### src/rtl/clock_meter.sv
// Measures period and high time of an asynchronous square wave in clk_in cycles, with a duty-cycle LED bar.
// Results register on the synchronised rising edge; no backpressure, valid is a single-cycle pulse.
module clock_meter #(
  parameter int               CNT_W   = 25,
  parameter logic [CNT_W-1:0] TIMEOUT = 25'd32000000
) (
  input  logic             clk_in,
  input  logic             reset,
  input  logic             sig_in,
  output logic [CNT_W-1:0] period,
  output logic [CNT_W-1:0] high_time,
  output logic             valid,
  output logic             timeout,
  output logic [7:0]       leds
);

  localparam int               XW      = CNT_W + 3;
  localparam logic [CNT_W-1:0] CNT_ONE = CNT_W'(1);

  typedef enum logic {
    IDLE,
    MEASURE
  } state_t;

  state_t           state_q, state_d;
  logic             s1_q, s1_d;
  logic             s2_q, s2_d;
  logic             s3_q, s3_d;
  logic [CNT_W-1:0] cnt_q, cnt_d;
  logic [CNT_W-1:0] period_q, period_d;
  logic [CNT_W-1:0] high_time_q, high_time_d;
  logic [CNT_W-1:0] high_cap_q, high_cap_d;
  logic             valid_q, valid_d;
  logic             timeout_q, timeout_d;
  logic [7:0]       leds_q, leds_d;

  logic             rise_det;
  logic             fall_det;
  logic [XW-1:0]    hc_x8;
  logic [XW-1:0]    cnt_x;
  logic [7:0]       bar;

  assign rise_det = s2_q & ~s3_q;
  assign fall_det = ~s2_q & s3_q;

  // Thermometer: segment i lights when 8*high > i*period, widened so nothing overflows.
  always_comb begin
    hc_x8 = {3'b000, high_cap_q} << 3;
    cnt_x = {3'b000, cnt_q};
    bar   = 8'h00;
    for (int i = 0; i < 8; i++) begin
      bar[i] = hc_x8 > (XW'(i) * cnt_x);
    end
  end

  always_comb begin
    s1_d        = sig_in;
    s2_d        = s1_q;
    s3_d        = s2_q;
    state_d     = state_q;
    cnt_d       = cnt_q;
    period_d    = period_q;
    high_time_d = high_time_q;
    high_cap_d  = high_cap_q;
    valid_d     = 1'b0;
    timeout_d   = timeout_q;
    leds_d      = leds_q;

    case (state_q)
      IDLE: begin
        // First edge only starts the count; there is no complete period yet.
        cnt_d = '0;
        if (rise_det) begin
          cnt_d   = CNT_ONE;
          state_d = MEASURE;
        end
      end
      MEASURE: begin
        cnt_d = cnt_q + CNT_ONE;
        if (fall_det) begin
          high_cap_d = cnt_q;
        end
        if (rise_det) begin
          period_d    = cnt_q;
          high_time_d = high_cap_q;
          valid_d     = 1'b1;
          timeout_d   = 1'b0;
          leds_d      = bar;
          cnt_d       = CNT_ONE;
        end else if (cnt_q == TIMEOUT) begin
          state_d   = IDLE;
          cnt_d     = '0;
          timeout_d = 1'b1;
          leds_d    = 8'h00;
        end
      end
    endcase
  end

  always_ff @(posedge clk_in or negedge reset) begin
    if (!reset) begin
      state_q     <= IDLE;
      s1_q        <= 1'b0;
      s2_q        <= 1'b0;
      s3_q        <= 1'b0;
      cnt_q       <= '0;
      period_q    <= '0;
      high_time_q <= '0;
      high_cap_q  <= '0;
      valid_q     <= 1'b0;
      timeout_q   <= 1'b0;
      leds_q      <= 8'h00;
    end else begin
      state_q     <= state_d;
      s1_q        <= s1_d;
      s2_q        <= s2_d;
      s3_q        <= s3_d;
      cnt_q       <= cnt_d;
      period_q    <= period_d;
      high_time_q <= high_time_d;
      high_cap_q  <= high_cap_d;
      valid_q     <= valid_d;
      timeout_q   <= timeout_d;
      leds_q      <= leds_d;
    end
  end

  assign period    = period_q;
  assign high_time = high_time_q;
  assign valid     = valid_q;
  assign timeout   = timeout_q;
  assign leds      = leds_q;

endmodule

### config.mk
export PLATFORM = sky130hd
export DESIGN_NAME = clock_meter
export DESIGN_NICKNAME = d
export VERILOG_FILES = /design/src/rtl/clock_meter.sv
export SDC_FILE = /design/constraint.sdc
export NUM_CORES = 1
export LEC_CHECK = 0
export BUFFER_PORTS_ARGS = -buffer_cell sky130_fd_sc_hd__buf_2
export CORE_MARGIN = 4
export CORE_UTILIZATION = 45
export CTS_CLUSTER_SIZE = 8
export DETAILED_ROUTE_END_ITERATION = 12
export GPL_ROUTABILITY_DRIVEN = 0
export PLACE_DENSITY = 0.7
export SLEW_MARGIN = 30
export SYNTH_ARGS = -nofsm -noshare
export SYNTH_HDL_FRONTEND = slang
export SYNTH_SLANG_ARGS = --single-unit
### constraint.sdc
create_clock -name clk_in -period 10.15 [get_ports clk_in]
set_clock_uncertainty 0.2 [all_clocks]
set_input_delay 1.015 -clock clk_in [delete_from_list [all_inputs] [get_ports clk_in]]
set_output_delay 1.015 -clock clk_in [all_outputs]
set_load 0.02 [all_outputs]
==> flow_metrics.tcl <==
set metrics [dict create \
    vias 11200 \
    hold_buffers 0 \
    drt-total-wl_um 35200 \
    p_leak_uw 0.00751 \
    row_count 61 \
    synth_cell_type_count 78 \
    postSynthNetCount 1754 \
    syn2layout_area_growth_pct 10.2 \
    boundaryPins 63 \
    antenna_cells 0 \
    synthesis.instances 1448 \
    grt_first_pass_wirelength_um 57500 \
    fin_crit_ps 4840 \
    r2r_start "cnt_q[8]$_DFF_PN0_" \
    cts_buffer_depth 2 \
    initial_utilization 0.457 \
    multi_input_area_mm2 0.00953 \
    crit_chain "fa_1 > ha_1 > a21oi_1 > a211oi_1 > a21boi_1 > o22a_1 > a311oi_1 > xor2_1 > ha_1 > a21o_1 > a21o_1 > a21oi_1 > o21ai_0 > a221oi_1 > o41ai_1 > a22o_1" \
    crit_required_ps 10260 \
    max_cap_viol_count 0 \
    arrival_ps 4950 \
    cp_top_family "compound AO/OA/AOI/OAI gates" \
    seq_power_share 0.298 \
    htree_levels 4 \
    ys_warn_count 0 \
    r2r-end "leds[7]$_DFFE_PN0P_" \
    worst_ir_drop_vdd_uv 104 \
    fmax_mhz 206 \
    path_depth 16 \
    tightest_slew_ps 961 \
    grt_overflow 0 \
    wl_per_cell_um 18.5 \
    clock_sinks 114 \
    synthFlopType "dfrtp_1" \
    fill_cells 2605 \
    start_kind "flip-flop" \
    post_cts_buffers 0 \
    grt_usage 0.227 \
    power.switching_uw 719 \
    synthArstFlopShare 1.00 \
    startpoint "cnt_q[8]$_DFF_PN0_" \
    dp.cells 1868 \
    p_sw_frac 0.383 \
    critical_path_class "reg -> reg" \
    rsz0062_at_grt "no" \
    drcViolationCount 0 \
    max_slew_margin 0.354 \
    max_stage_delay_ps 630 \
    status "complete, no violations" \
    grt_start_max_net_pins 83 \
    clk_latency_ps 420 \
    synth-seq-cells 114 \
    cts-resized-gates 0 \
    p_int_uw 1160 \
    fin_tns_setup_ps 0 \
    rrSetupSlack_ps 5310 \
    die-area_mm2 0.0311 \
    crit_fanout 9 \
    path_clk_slew_ps 60 \
    finalCritPeriodShare 0.477 \
    synth_area_mm2 0.0127 \
    vias_per_cell 5.91 \
    finalSetupViolCount 0 \
    yosysTopAreaCell "ha_1" \
    nets 1815 \
    yosysSeqAreaShare 0.224 \
    worstSetupEndpoint "leds[7]$_DFFE_PN0P_" \
    final_max_slew_viol_count 0 \
    antenna_found_initial 0 \
    cts-root-buf "clkbuf_16" \
    synth_edf_count 0 \
    core_area_mm2 0.0279 \
    comb_power_share 0.382 \
    postRouteAntennaNets 0 \
    hold_viol 0 \
    reg2regPathDepth 16 \
    post-dp-hpwl_um 27500 \
    cts_tree "done" \
    synth_top_area_share 0.271 \
    cp_slowest_cell "dfrtp_1" \
    io_buffers 62 \
    grt_pass1_vias 11300 \
    hp-class "reg -> reg" \
    final_cell_count_no_fill 1899 \
    end_kind "flip-flop" \
    power.density_mw_per_mm2 134 \
    avgSynthCellArea_um2 8.80 \
    dr.first_iter.drc_count 984 \
    firstDrtPassIters 5 \
    clockPowerShare 0.321 \
    die_y_um 176 \
    drive_above_1_share 0.0815 \
    cts_buffers 17 \
    regArea_mm2 0.00285 \
    cp_num_buf_inv 0 \
    yosys-top-cells-area "ha_1 27%, dfrtp_1 22%, nand2_1 5.5%" \
    fp.dieW_um 176 \
]
## per-layer routing
layer  part of all wire  global-route usage  vias to the layer above
met5                  0                   0                        -
met4              0.021              0.0637                        0
met3              0.058              0.0229                       51
met2               0.48               0.390                      339
met1               0.44               0.305                     5403
li1                   -                   -                     5439
## layout by cell type, fill, tap and decap left out, types with 12 or more instances in the layout
master,synthesis,routed
a21o_1,85,85
a21oi_1,104,104
buf_2,2,61
clkbuf_16,0,17
dfrtp_1,114,114
fa_1,27,27
ha_1,276,276
inv_1,63,63
nand2_1,188,187
nand2b_1,13,12
nand3_1,26,26
nand4_1,51,51
nor2_1,82,82
nor2b_1,19,19
nor3_1,12,12
o21a_1,15,15
o21ai_0,100,100
xnor2_1,53,53
xor2_1,30,30
## cell usage after synthesis, types with 5 or more instances
master and instances:
a211o_1 7, a211oi_1 8, a21o_1 85, a21oi_1 104
a221oi_1 5, a31oi_1 9, and3_1 8, clkbuf_1 20
dfrtp_1 114, fa_1 27, ha_1 276, inv_1 63
nand2_1 188, nand2b_1 13, nand3_1 26, nand4_1 51
nor2_1 82, nor2b_1 19, nor3_1 12, nor4_1 11
o2111ai_1 5, o211ai_1 10, o21a_1 15, o21ai_0 100
o21ai_1 6, o21bai_1 9, xnor2_1 53, xor2_1 30
## layout make-up
type,count,area share
tap,378,0.0337
sequential,114,0.203
clock buffer,18,0.0313
multi-input combinational,1244,0.679
timing repair buffer,69,0.0263
inverter,63,0.0169
clock inverter,13,0.00972
## metrics by stage
step / setup WS [ps] / util / area [um2] / hold slack [ps] / total power, uW
2_1_floorplan: 5860 / - / 12700 / 131 / 1040
3_3_place_gp: 5420 / 0.483 / 13500 / 148 / 1260
3_5_place_dp: 5310 / 0.483 / 13500 / 139 / 1280
4_1_cts: 5310 / 0.504 / 14000 / 154 / 1880
5_1_grt: 5050 / 0.504 / 14000 / 160 / 1990
6_report: 5310 / 0.504 / 14000 / 151 / 1880
## power groups by stage
| stage | sequential (uW) | clock [uW] | combinational, uW |
|---|---|---|---|
| detailed placement | 566 | 0 | 715 |
| global route | 566 | 627 | 802 |
| global placement | 566 | 0 | 693 |
| CTS | 559 | 607 | 718 |
| finish | 560 | 602 | 717 |
| floorplan | 574 | 0 | 469 |
## sequential cells by signal (all words and copies together) (netlist names), 8 cells and up
name        flops
leds            8
high_cap_q     25
cnt_q          25
high_time      25
period         25
## cells by family (layout without fill, tap and decap cells)
group,Yosys count,after routing,synth area share
compound gates,414,414,0.212
buf+inv,90,163,0.0284
xor+xnor,83,83,0.0571
fa+ha+maj,303,303,0.314
mux,1,1,0.000786
flops,114,114,0.224
simple gates,443,443,0.164
## worst min path at each step
stage                         startpoint              to  cells past startpoint
after global placement    s1_q$_DFF_PN0_  s2_q$_DFF_PN0_                      0
final                     s1_q$_DFF_PN0_  s2_q$_DFF_PN0_                      0
after detailed placement  s1_q$_DFF_PN0_  s2_q$_DFF_PN0_                      0
after CTS                 s1_q$_DFF_PN0_  s2_q$_DFF_PN0_                      0
after floorplan           s1_q$_DFF_PN0_  s2_q$_DFF_PN0_                      0
after global routing      s1_q$_DFF_PN0_  s2_q$_DFF_PN0_                      0
Note: power is estimated with default switching activity, not from simulation.
